File: src/rtl/card_sprite_reader.sv
// Card-back sprite read client: scan-to-address mapping, frame-synchronous position commit and key-colour merge.
// Optional build macro SPRITE_HFLIP_EN adds an hflip input that mirrors the sprite horizontally.
module card_sprite_reader #(
    parameter int DATA_WIDTH = 12,
    parameter int ADDR_WIDTH = 11,
    parameter int SPR_W      = 32,
    parameter int SPR_H      = 64,
    parameter int CORD_W     = 11,
    parameter logic [DATA_WIDTH-1:0] KEY_COLOR = 12'hF0F
) (
    input  logic                  clk,
    input  logic                  reset,
    input  logic [CORD_W-1:0]     x,
    input  logic [CORD_W-1:0]     y,
    input  logic                  frame_start,
    input  logic [DATA_WIDTH-1:0] bg_rgb,
    input  logic                  sprite_en,
    input  logic                  pos_wr,
    input  logic [CORD_W-1:0]     pos_x,
    input  logic [CORD_W-1:0]     pos_y,
`ifdef SPRITE_HFLIP_EN
    input  logic                  hflip,
`endif
    output logic                  pos_ack,
    output logic [ADDR_WIDTH-1:0] ram_addr,
    input  logic [DATA_WIDTH-1:0] ram_dout,
    output logic [DATA_WIDTH-1:0] rgb_out,
    output logic                  hit
);

    localparam int XB = $clog2(SPR_W);
    localparam int YB = $clog2(SPR_H);
    localparam logic [CORD_W:0] SPR_W_EXT = (CORD_W+1)'(SPR_W);
    localparam logic [CORD_W:0] SPR_H_EXT = (CORD_W+1)'(SPR_H);

    typedef enum logic {IDLE, PENDING} pos_state_t;

    pos_state_t        state, state_nxt;
    logic [CORD_W-1:0] pend_x, pend_y, pend_x_nxt, pend_y_nxt;
    logic [CORD_W-1:0] act_x, act_y, act_x_nxt, act_y_nxt;
    logic              pend_hf, pend_hf_nxt, act_hf, act_hf_nxt;
    logic              req_hf;
    logic              commit;

`ifdef SPRITE_HFLIP_EN
    assign req_hf = hflip;
`else
    assign req_hf = 1'b0;
`endif

    // A write coinciding with frame_start bypasses the pending slot and commits directly.
    always_comb begin
        state_nxt   = state;
        pend_x_nxt  = pend_x;
        pend_y_nxt  = pend_y;
        pend_hf_nxt = pend_hf;
        act_x_nxt   = act_x;
        act_y_nxt   = act_y;
        act_hf_nxt  = act_hf;
        commit      = 1'b0;
        if (frame_start && pos_wr) begin
            act_x_nxt  = pos_x;
            act_y_nxt  = pos_y;
            act_hf_nxt = req_hf;
            commit     = 1'b1;
            state_nxt  = IDLE;
        end else if (frame_start && state == PENDING) begin
            act_x_nxt  = pend_x;
            act_y_nxt  = pend_y;
            act_hf_nxt = pend_hf;
            commit     = 1'b1;
            state_nxt  = IDLE;
        end else if (pos_wr) begin
            pend_x_nxt  = pos_x;
            pend_y_nxt  = pos_y;
            pend_hf_nxt = req_hf;
            state_nxt   = PENDING;
        end
    end

    always_ff @(posedge clk) begin
        if (reset) begin
            state   <= IDLE;
            pend_x  <= '0;
            pend_y  <= '0;
            pend_hf <= 1'b0;
            act_x   <= '0;
            act_y   <= '0;
            act_hf  <= 1'b0;
            pos_ack <= 1'b0;
        end else begin
            state   <= state_nxt;
            pend_x  <= pend_x_nxt;
            pend_y  <= pend_y_nxt;
            pend_hf <= pend_hf_nxt;
            act_x   <= act_x_nxt;
            act_y   <= act_y_nxt;
            act_hf  <= act_hf_nxt;
            pos_ack <= commit;
        end
    end

    // Stage 0: region limits are one bit wider so a card past the screen edge never wraps.
    logic [CORD_W:0]   x_lim, y_lim;
    logic [CORD_W-1:0] dx, dy;
    logic [XB-1:0]     col;
    logic              in_rgn_p0;

    assign x_lim     = {1'b0, act_x} + SPR_W_EXT;
    assign y_lim     = {1'b0, act_y} + SPR_H_EXT;
    assign in_rgn_p0 = (x >= act_x) && ({1'b0, x} < x_lim) &&
                       (y >= act_y) && ({1'b0, y} < y_lim);
    assign dx        = x - act_x;
    assign dy        = y - act_y;
    // SPR_W is a power of two, so SPR_W-1-c is the bitwise inverse of c.
    assign col       = dx[XB-1:0] ^ {XB{act_hf}};
    assign ram_addr  = {dy[YB-1:0], col};

    // Stage 1: align control and background with the RAM's registered read.
    logic                  in_rgn_p1, en_p1;
    logic [DATA_WIDTH-1:0] bg_p1;

    always_ff @(posedge clk) begin
        if (reset) begin
            in_rgn_p1 <= 1'b0;
            en_p1     <= 1'b0;
            bg_p1     <= '0;
        end else begin
            in_rgn_p1 <= in_rgn_p0;
            en_p1     <= sprite_en;
            bg_p1     <= bg_rgb;
        end
    end

    // Stage 2: key-colour merge.
    logic opaque_p1;
    assign opaque_p1 = in_rgn_p1 && en_p1 && (ram_dout != KEY_COLOR);

    always_ff @(posedge clk) begin
        if (reset) begin
            hit     <= 1'b0;
            rgb_out <= '0;
        end else begin
            hit     <= opaque_p1;
            rgb_out <= opaque_p1 ? ram_dout : bg_p1;
        end
    end

endmodule

File: config.mk
export PLATFORM = sky130hd
export DESIGN_NAME = card_sprite_reader
export DESIGN_NICKNAME = d
export VERILOG_FILES = /design/src/rtl/card_sprite_reader.sv
export SDC_FILE = /design/constraint.sdc
export NUM_CORES = 1
export LEC_CHECK = 0
export ABC_CLOCK_PERIOD_IN_PS = 2800
export CAP_MARGIN = 10
export CORE_ASPECT_RATIO = 2
export CORE_MARGIN = 2
export CORE_UTILIZATION = 40
export DETAILED_ROUTE_END_ITERATION = 8
export GPL_TIMING_DRIVEN = 0
export PLACE_DENSITY_LB_ADDON = 0.1
export SKIP_LAST_GASP = 1
export SYNTH_ARGS = -nofsm -noshare
export SYNTH_HDL_FRONTEND = slang
export SYNTH_SLANG_ARGS = --single-unit
File: constraint.sdc
create_clock -name clk -period 2.8 [get_ports clk]
set_clock_uncertainty 0.15 [all_clocks]
set_input_delay 0.42 -clock clk [delete_from_list [all_inputs] [get_ports clk]]
set_output_delay 0.42 -clock clk [all_outputs]
set_load 0.02 [all_outputs]
==> out/metrics.cfg, run 1 <==
[synth]
synthCells = 460
synth_most_common_cell = dfxtp_1
yosys_register_bits = 73
synth_ff_type = dfxtp_1
ys_warn_count = 0
ys_top_cells_by_count = 73 x dfxtp_1, 54 x nand2_1, 54 x nor2_1
synth_async_sr_flop_share_pct = 0
syn_nets = 570
synth_edf_count = 0
synth_top_area_share_pct = 37.71
syn_area_um2 = 3875
synth.distinct_cells = 44
synth_area_leaders = dfxtp_1 38%, ha_1 11%, nand2_1 5.2%
synth_top_area_cell = dfxtp_1
yosysSeqAreaShare_pct = 37.71
syn_area_per_cell_um2 = 8.424

[pwr]
ir_drop_mv = 0.4227
p_leak_nw = 2.068
powerDensity_nw_per_um2 = 563.9

[setup_path]
path_class = input port to output pin
end_kind = output pin
worstPathMaxFanout = 3
reg2reg_depth = 7
rrSetupSlack_ns = 0.52
critPathArrivalTime_ns = 2.25
reg2reg_to = in_rgn_p1
r2r-start = act_y[0]
worstSetupStartpointType = input port
crit_required_ns = 2.23

[sta]
fmax_mhz = 354.0
slew_headroom_pct = 62.14
tns_ns = -0.02499
final-hold-violation-count = 0
period_needed_ns = 2.825
slew_violations = 0
fin_crit_sh_pct = 100.9
worstMarginPinSlew_ns = 0.5664
rsz0062_at_grt = yes
setup_slack_ns = -0.02499
setup_viol = 1

[placement]
io_buffers = 95
dp_hpwl_mm = 8.074
place_congestion = 0.8101
pre_cts_slack_ns = -0.6724

[flow_run]
drv_cap = 0

[global_routing]
grt-ovfl-total = 0
grt_pass1_vias = 3582
grt_pass1_wl_mm = 16.32
antenna_found_initial = 0
grt_use_total_pct = 20.28
grt_max_degree = 15

[hold_path]
whs_endpoint = pend_x[7]
holdPathStages = 2
hold_start = pend_x[7]
min_path_type = flop to flop

[final_layout]
fin_nets = 676
drive_gt1_share_pct = 6.130
area_growth_pct = 36.65
n_antenna_cell = 0

[clock_network]
clkLatencyLatePin_ns = 0.33
clock_tree.buffer_depth = 2
numCtsBuffers = 9
cts_root_buf = clkbuf_16
clkSinkCount = 73
clk_pin_slew_ns = 0.06
cts_tree = built
htreeDepth = 3
cts_hold_buf = 0
post-cts-setup-buffers = 0

[floorplan]
num_rows = 50
fp.dieArea_um2 = 10540
start_util_pct = 41.29
coreArea_um2 = 9384
die_h_um = 143.2
ios = 98
die-width_um = 73.60

[status]
violations = setup timing
status = finished, violations left

[routing]
vias = 3566
drt_iter0_drc = 209
routed_via_density = 5.283
route.detailed.drc = 0
wl_per_cell_um = 15.01
ant_nets = 0
first_pass_iters = 4
routed_wirelength_mm = 10.13

==> power breakdown <==
group	internal, W	switching (W)
sequential	0.00110	0.0000368
combinational	0.000300	0.000308
clock	0.000787	0.000458
==> through the flow <==
stage | hold slack, ns | power, W | util, % | std cells | instance area [µm²]
final | 0.2982 | 0.002986 | 56.43 | 675 | 5295
after global routing | 0.3194 | 0.003125 | 56.43 | 675 | 5295
after CTS | 0.3001 | 0.003007 | 56.21 | 675 | 5275
after detailed placement | 0.2918 | 0.001775 | 52.81 | 659 | 4956
after global placement | 0.2874 | 0.001762 | 52.81 | 659 | 4956
after floorplan | 0.2811 | 0.001497 | - | 460 | 3875
==> critical path, stage by stage <==
cell and delay (ns):
clkdlybuf4s50_1 0.43, ha_1 0.31, nor2b_1 0.14, o21ai_2 0.16, a21boi_2 0.10, or4b_1 0.47, nand3_1 0.09, buf_4 0.14
==> repair_timing <==
item	in CTS	in global routing
gates resized for setup	15	12
gates cloned	0	0
setup endpoints to repair	7	6
==> flip-flops by register name, indices dropped and copies added (netlist names) <==
signal     flops
act_x         11
en_p1          1
bg_p1         12
hit            1
in_rgn_p1      1
rgb_out       12
state          1
pend_x        11
pend_y        11
pos_ack        1
act_y         11
==> worst max-delay path by stage <==
stage | endpoint | cells after the start | from | slack [ns]
floorplan | ram_addr[10] | 6 | y[1] | 0.43
global placement | ram_addr[10] | 8 | y[1] | -0.64
detailed placement | ram_addr[10] | 8 | y[1] | -0.67
CTS | ram_addr[10] | 8 | y[1] | -0.21
global route | ram_addr[10] | 8 | y[1] | -0.09
finish | ram_addr[10] | 8 | y[1] | -0.02
==> cell usage in the layout (no fill, tap or decap), types with 12 or more instances in the layout <==
master	netlist	routed
clkdlybuf4s50_1	0	86
o21ai_0	19	18
mux2i_1	13	13
nor2b_1	17	17
clkbuf_1	12	12
ha_1	35	35
a211oi_1	15	15
a21oi_1	32	31
inv_1	30	30
nand3b_1	12	12
dfxtp_1	73	73
nor2_1	54	54
nand2_1	54	54
==> layer usage <==
layer	global-route usage [%]	routed length, µm
met1	20.39	3691
met2	38.53	5732
met3	4.093	451
met4	8.517	258
met5	0	0
==> logic make-up (layout without fill, tap and decap cells) <==
kind of cell	count (synthesis)	after routing	synth area share, %
AND/OR/NAND/NOR	164	164	20.08
AO/OA/AOI/OAI	107	107	17.73
flip-flops	73	73	37.71
buffers and inverters	54	165	6.070
adder cells (fa/ha/maj)	37	37	12.33
multiplexers	13	13	3.358
XOR/XNOR	12	12	2.713
==> cell type report <==
cell class                      count  area (µm²)
Clock inverter                      7       101.3
Buffer                             23       118.9
Tap cell                          104       130.1
Clock buffer                        9       225.2
Fill cell                         904        4089
Multi-Input combinational cell    333        2201
Inverter                           31       116.4
Timing Repair Buffer               95       940.9
Sequential cell                    73        1461
Power figures use the tool's default switching activity.
==> inputs of run 2 (changes only) <==
- MAX_ROUTING_LAYER: default -> met4
==> out/metrics.cfg, run 2 (synthesis results as in run 1) <==
[pwr]
p_sw_share_pct = 27.06
switching_power_w = 0.0008098
powerDensity_nw_per_um2 = 565.2
p_leak_nw = 2.068
clkPwrFrac_pct = 41.8
intPower_w = 0.002183
seq_power_share_pct = 37.9
p_comb_share_pct = 20.4
ir_drop_mv = 0.4227

[clock_network]
clkSinkCount = 73
htreeDepth = 3
cts_root_buf = clkbuf_16
numCtsBuffers = 9
clkLatencyLatePin_ns = 0.34
post-cts-setup-buffers = 0
cts_tree = built
clock_tree.buffer_depth = 2
clk_pin_slew_ns = 0.06
cts_hold_buf = 0

[routing]
route.detailed.drc = 0
routed_via_density = 5.356
drt_iter0_drc = 211
ant_nets = 0
routed_wirelength_mm = 10.17
met2WireLength_mm = 5.761
top_layer = met4
vias = 3615
first_pass_iters = 4
wirelength_met1_mm = 3.737
dr_wl_met3_um = 418
wl_per_cell_um = 15.07

[final_layout]
layout_commonest_cell = clkdlybuf4s50_1
final_cell_mix = 86 x clkdlybuf4s50_1, 73 x dfxtp_1, 54 x nand2_1, 54 x nor2_1, 35 x ha_1
drive_gt1_share_pct = 6.130
area_growth_pct = 36.65
n_antenna_cell = 0
fin_nets = 676
reg_top3 = bg_p1: 12 flops, rgb_out: 12 flops

[floorplan]
num_rows = 50
die-width_um = 73.60
coreArea_um2 = 9384
ios = 98
fp.dieArea_um2 = 10540
die_h_um = 143.2
start_util_pct = 41.29

[global_routing]
grt_max_degree = 15
antenna_found_initial = 0
grt-ovfl-total = 0
grt_use_total_pct = 20.84
grt_pass1_vias = 3570
grt_pass1_wl_mm = 16.33

[sta]
setup_slack_ns = -0.02500
period_needed_ns = 2.825
fmax_mhz = 354.0
slew_headroom_pct = 61.97
final-hold-violation-count = 0
fin_crit_sh_pct = 100.9
rsz0062_at_grt = yes
hold_ws_ns = 0.2985
tns_ns = -0.02500
worstMarginPinSlew_ns = 0.5690
setup_viol = 1
slew_violations = 0

[setup_path]
worstSetupStartpointType = input port
reg2reg_to = in_rgn_p1
r2r-start = act_y[0]
cpMaxStageDelayCell = or4b_1
path_class = input port to output pin
crit_chain = clkdlybuf4s50_1 > ha_1 > nor2b_1 > o21ai_2 > a21boi_2 > or4b_1 > nand3_1 > buf_4
rrSetupSlack_ns = 0.52
crit_required_ns = 2.23
end_kind = output pin
cpPeakStageDelay_ns = 0.47
critPathArrivalTime_ns = 2.26
worstPathMaxFanout = 3
reg2reg_depth = 7
startpoint = y[1]

[status]
violations = setup timing
status = finished, violations left

[hold_path]
min_path_type = flop to flop
whs_endpoint = pend_x[7]
holdPathStages = 2
hold_start = pend_x[7]

[placement]
pre_cts_slack_ns = -0.6724
dp_hpwl_mm = 8.074
place_congestion = 0.8220
io_buffers = 95

[flow_run]
drv_cap = 0

-- run 2: timing repair --
item,in CTS,in global routing
pin swaps,0,0
resized for setup,15,12
cloned,0,0
setup endpoints to repair,7,6
-- run 2: metal layers --
metal	vias up	GRT usage [%]
li1	1819	-
met1	1685	20.52
met2	93	38.49
met3	18	3.952
met4	0	8.517
met5	-	-
-- run 2: worst max path at each step --
stage,end,depth (start not counted)
6_report,ram_addr[10],8
5_1_grt,ram_addr[10],8
4_1_cts,ram_addr[10],8
3_5_place_dp,ram_addr[10],8
3_3_place_gp,ram_addr[10],8
2_1_floorplan,ram_addr[10],6
-- run 2: stage by stage --
step                cell area [µm²]  utilization (%)  instances  power [W]
global placement               4956            52.81        659   0.001762
CTS                            5275            56.21        675   0.003007
floorplan                      3875                -        460   0.001497
detailed placement             4956            52.81        659   0.001775
finish                         5295            56.43        675   0.002993
global route                   5295            56.43        675   0.003123
-- run 2: layout make-up --
| type | instances | area [µm²] |
|---|---|---|
| fill | 904 | 4089 |
| multi-input combinational | 333 | 2201 |
| sequential | 73 | 1461 |
| timing repair buffer | 95 | 940.9 |
| clock buffer | 9 | 225.2 |
| tap | 104 | 130.1 |
| buffer | 23 | 118.9 |
| inverter | 31 | 116.4 |
| clock inverter | 7 | 101.3 |
-- run 2: power groups by stage --
stage / sequential (W) / clock (W) / combinational (W)
floorplan: 0.00115 / 0 / 0.000342
global placement: 0.00115 / 0 / 0.000607
detailed placement: 0.00116 / 0 / 0.000618
CTS: 0.00113 / 0.00127 / 0.000608
global route: 0.00114 / 0.00131 / 0.000679
finish: 0.00113 / 0.00125 / 0.000609
-- run 2: worst max-delay path: cells and delay by family --
family / cells / cell delay (ns)
AOI/OAI and AO/OA: 2 / 0.26
adders and majority gates: 1 / 0.31
buffers and inverters: 2 / 0.57
and+or+nand+nor: 3 / 0.70
==> inputs of run 3 (changes only) <==
--- a/config.mk
+++ b/config.mk
@@ -10,3 +10,2 @@
 export CORE_ASPECT_RATIO = 2
-export CORE_MARGIN = 2
 export CORE_UTILIZATION = 40
==> constraint.sdc (replaced) <==
create_clock -name clk -period 2.8 [get_ports clk]
set_clock_uncertainty 0.15 [all_clocks]
set_input_delay 0.56 -clock clk [delete_from_list [all_inputs] [get_ports clk]]
set_output_delay 0.56 -clock clk [all_outputs]
set_load 0.02 [all_outputs]
==> out/metrics.cfg, run 3 (synthesis results as in run 1) <==
[pwr]
p_leak_nw = 2.089
ir_drop_mv = 0.5772
powerDensity_nw_per_um2 = 545.0

[flow_run]
drv_cap = 0

[clock_network]
numCtsBuffers = 9
htreeDepth = 3
cts_tree = built
cts_hold_buf = 0
clk_pin_slew_ns = 0.06
clkLatencyLatePin_ns = 0.33
clkSinkCount = 73
clock_tree.buffer_depth = 2
cts_root_buf = clkbuf_16

[hold_path]
whs_endpoint = pend_x[2]
min_path_type = flop to flop
hold_start = pend_x[2]
holdPathStages = 2

[placement]
place_congestion = 0.8375
dp_hpwl_mm = 7.987
io_buffers = 95
pre_cts_slack_ns = -0.9469
placed_cell_area_um2 = 4956

[setup_path]
worstPathMaxFanout = 7
worstSetupStartpointType = input port
cpMaxStageDelayCell = or4b_1
crit_chain = clkdlybuf4s50_1 > ha_1 > or4b_1 > nand3_2 > buf_6
r2r-start = act_y[0]
end_kind = output pin
critPathArrivalTime_ns = 2.04
reg2reg_depth = 7
crit_required_ns = 2.09
path_class = input port to output pin
cpPeakStageDelay_ns = 0.47
reg2reg_to = in_rgn_p1
rrSetupSlack_ns = 0.44
crit_buf_inv = 2
crit_family = simple AND/OR/NAND/NOR gates

[global_routing]
grt_pass1_vias = 3704
grt_use_total_pct = 22.15
grt-ovfl-total = 0
antenna_found_initial = 0
grt_pass1_wl_mm = 16.91
grt_max_degree = 15

[routing]
drt_iter0_drc = 184
first_pass_iters = 4
route.detailed.drc = 0
routed_via_density = 5.317
wl_per_cell_um = 15.10
routed_wirelength_mm = 10.25
ant_nets = 0
vias = 3610

[final_layout]
fin_nets = 680
finalInstanceArea_um2 = 5370
area_growth_pct = 38.59
layout_commonest_cell = clkdlybuf4s50_1
fill_cells = 884
final_cell_mix = 81 x clkdlybuf4s50_1, 72 x dfxtp_1, 54 x nand2_1, 54 x nor2_1
final_util_pct = 57.23
drive_gt1_share_pct = 9.043
n_antenna_cell = 0
reg_top3 = bg_p1: 12 flops, rgb_out: 12 flops

[sta]
hold_ws_ns = 0.2981
tns_ns = 0
setup_viol = 0
period_needed_ns = 2.755
fin_crit_sh_pct = 98.39
fmax_mhz = 363.0
slew_violations = 0
worstMarginPinSlew_ns = 0.6587
final-hold-violation-count = 0
slew_headroom_pct = 54.95
setup_slack_ns = 0.04504
rsz0062_at_grt = no

[floorplan]
coreArea_um2 = 9384
num_rows = 50
fp.dieArea_um2 = 10110
die_h_um = 141.2
ios = 98
die-width_um = 71.60
start_util_pct = 41.29

[status]
status = completed

## run 3: changes by cell type in the layout (fill, tap and decap cells not counted), moves of 3 or more
cell,before,now
buf_4,2,7
clkdlybuf4s50_1,86,81
dlygate4sd2_1,4,9
ha_1,35,30
ha_4,0,4
clkinv_4,1,4
## run 3: what timing repair did
item | 4_1_cts | 5_1_grt
pin swaps | 7 | 2
setup buffers | 4 | 0
setup endpoints to repair | 10 | 2
resized for setup | 51 | 4
## run 3: layout make-up
class                      instances  area [µm²]  share of cell area (%)
multi-input combinational        333        2273                   42.33
sequential                        73        1463                   27.24
timing repair buffer              99       964.7                   17.96
clock buffer                       9       225.2                   4.194
tap                              104       130.1                   2.423
buffer                            23       118.9                   2.213
inverter                          31       116.4                   2.167
clock inverter                     7       78.83                   1.468
## run 3: how the worst max path moves through the flow
stage,startpoint,end,cells past startpoint,slack (ns)
after floorplan,y[1],ram_addr[10],6,0.15
after global placement,y[1],ram_addr[10],8,-0.93
after detailed placement,y[1],ram_addr[10],8,-0.95
after CTS,y[0],ram_addr[10],9,-0.02
after global routing,y[5],ram_addr[10],5,0.001
final,y[5],ram_addr[10],5,0.05
## run 3: report_power, final
group | switching, W | leakage (nW) | internal, W
Combinational | 0.000320 | 1.34 | 0.000322
Sequential | 0.0000368 | 0.602 | 0.00110
Clock | 0.000455 | 0.150 | 0.000697
## run 3: stage by stage
stage               total power [W]  instances
floorplan                  0.001497        460
global placement           0.001762        659
detailed placement         0.001774        659
CTS                        0.002937        679
global route               0.003063        679
finish                     0.002927        679
## run 3: worst reg2reg max path, stage by stage (launching register included)
cell and delay (ns):
dfxtp_1 0.34, ha_4 0.18, fa_1 0.40, nand2b_4 0.17
a2111oi_0 0.60, o2111ai_1 0.19, o2111ai_1 0.12, nor4_2 0.09
## run 3: per-layer routing
layer	vias to the layer above	track usage, %	routed length [µm]
met5	-	-	0
met1	1673	21.81	3824
li1	1827	-	-
met4	0	9.804	269
met3	22	2.502	332
met2	88	42.31	5825
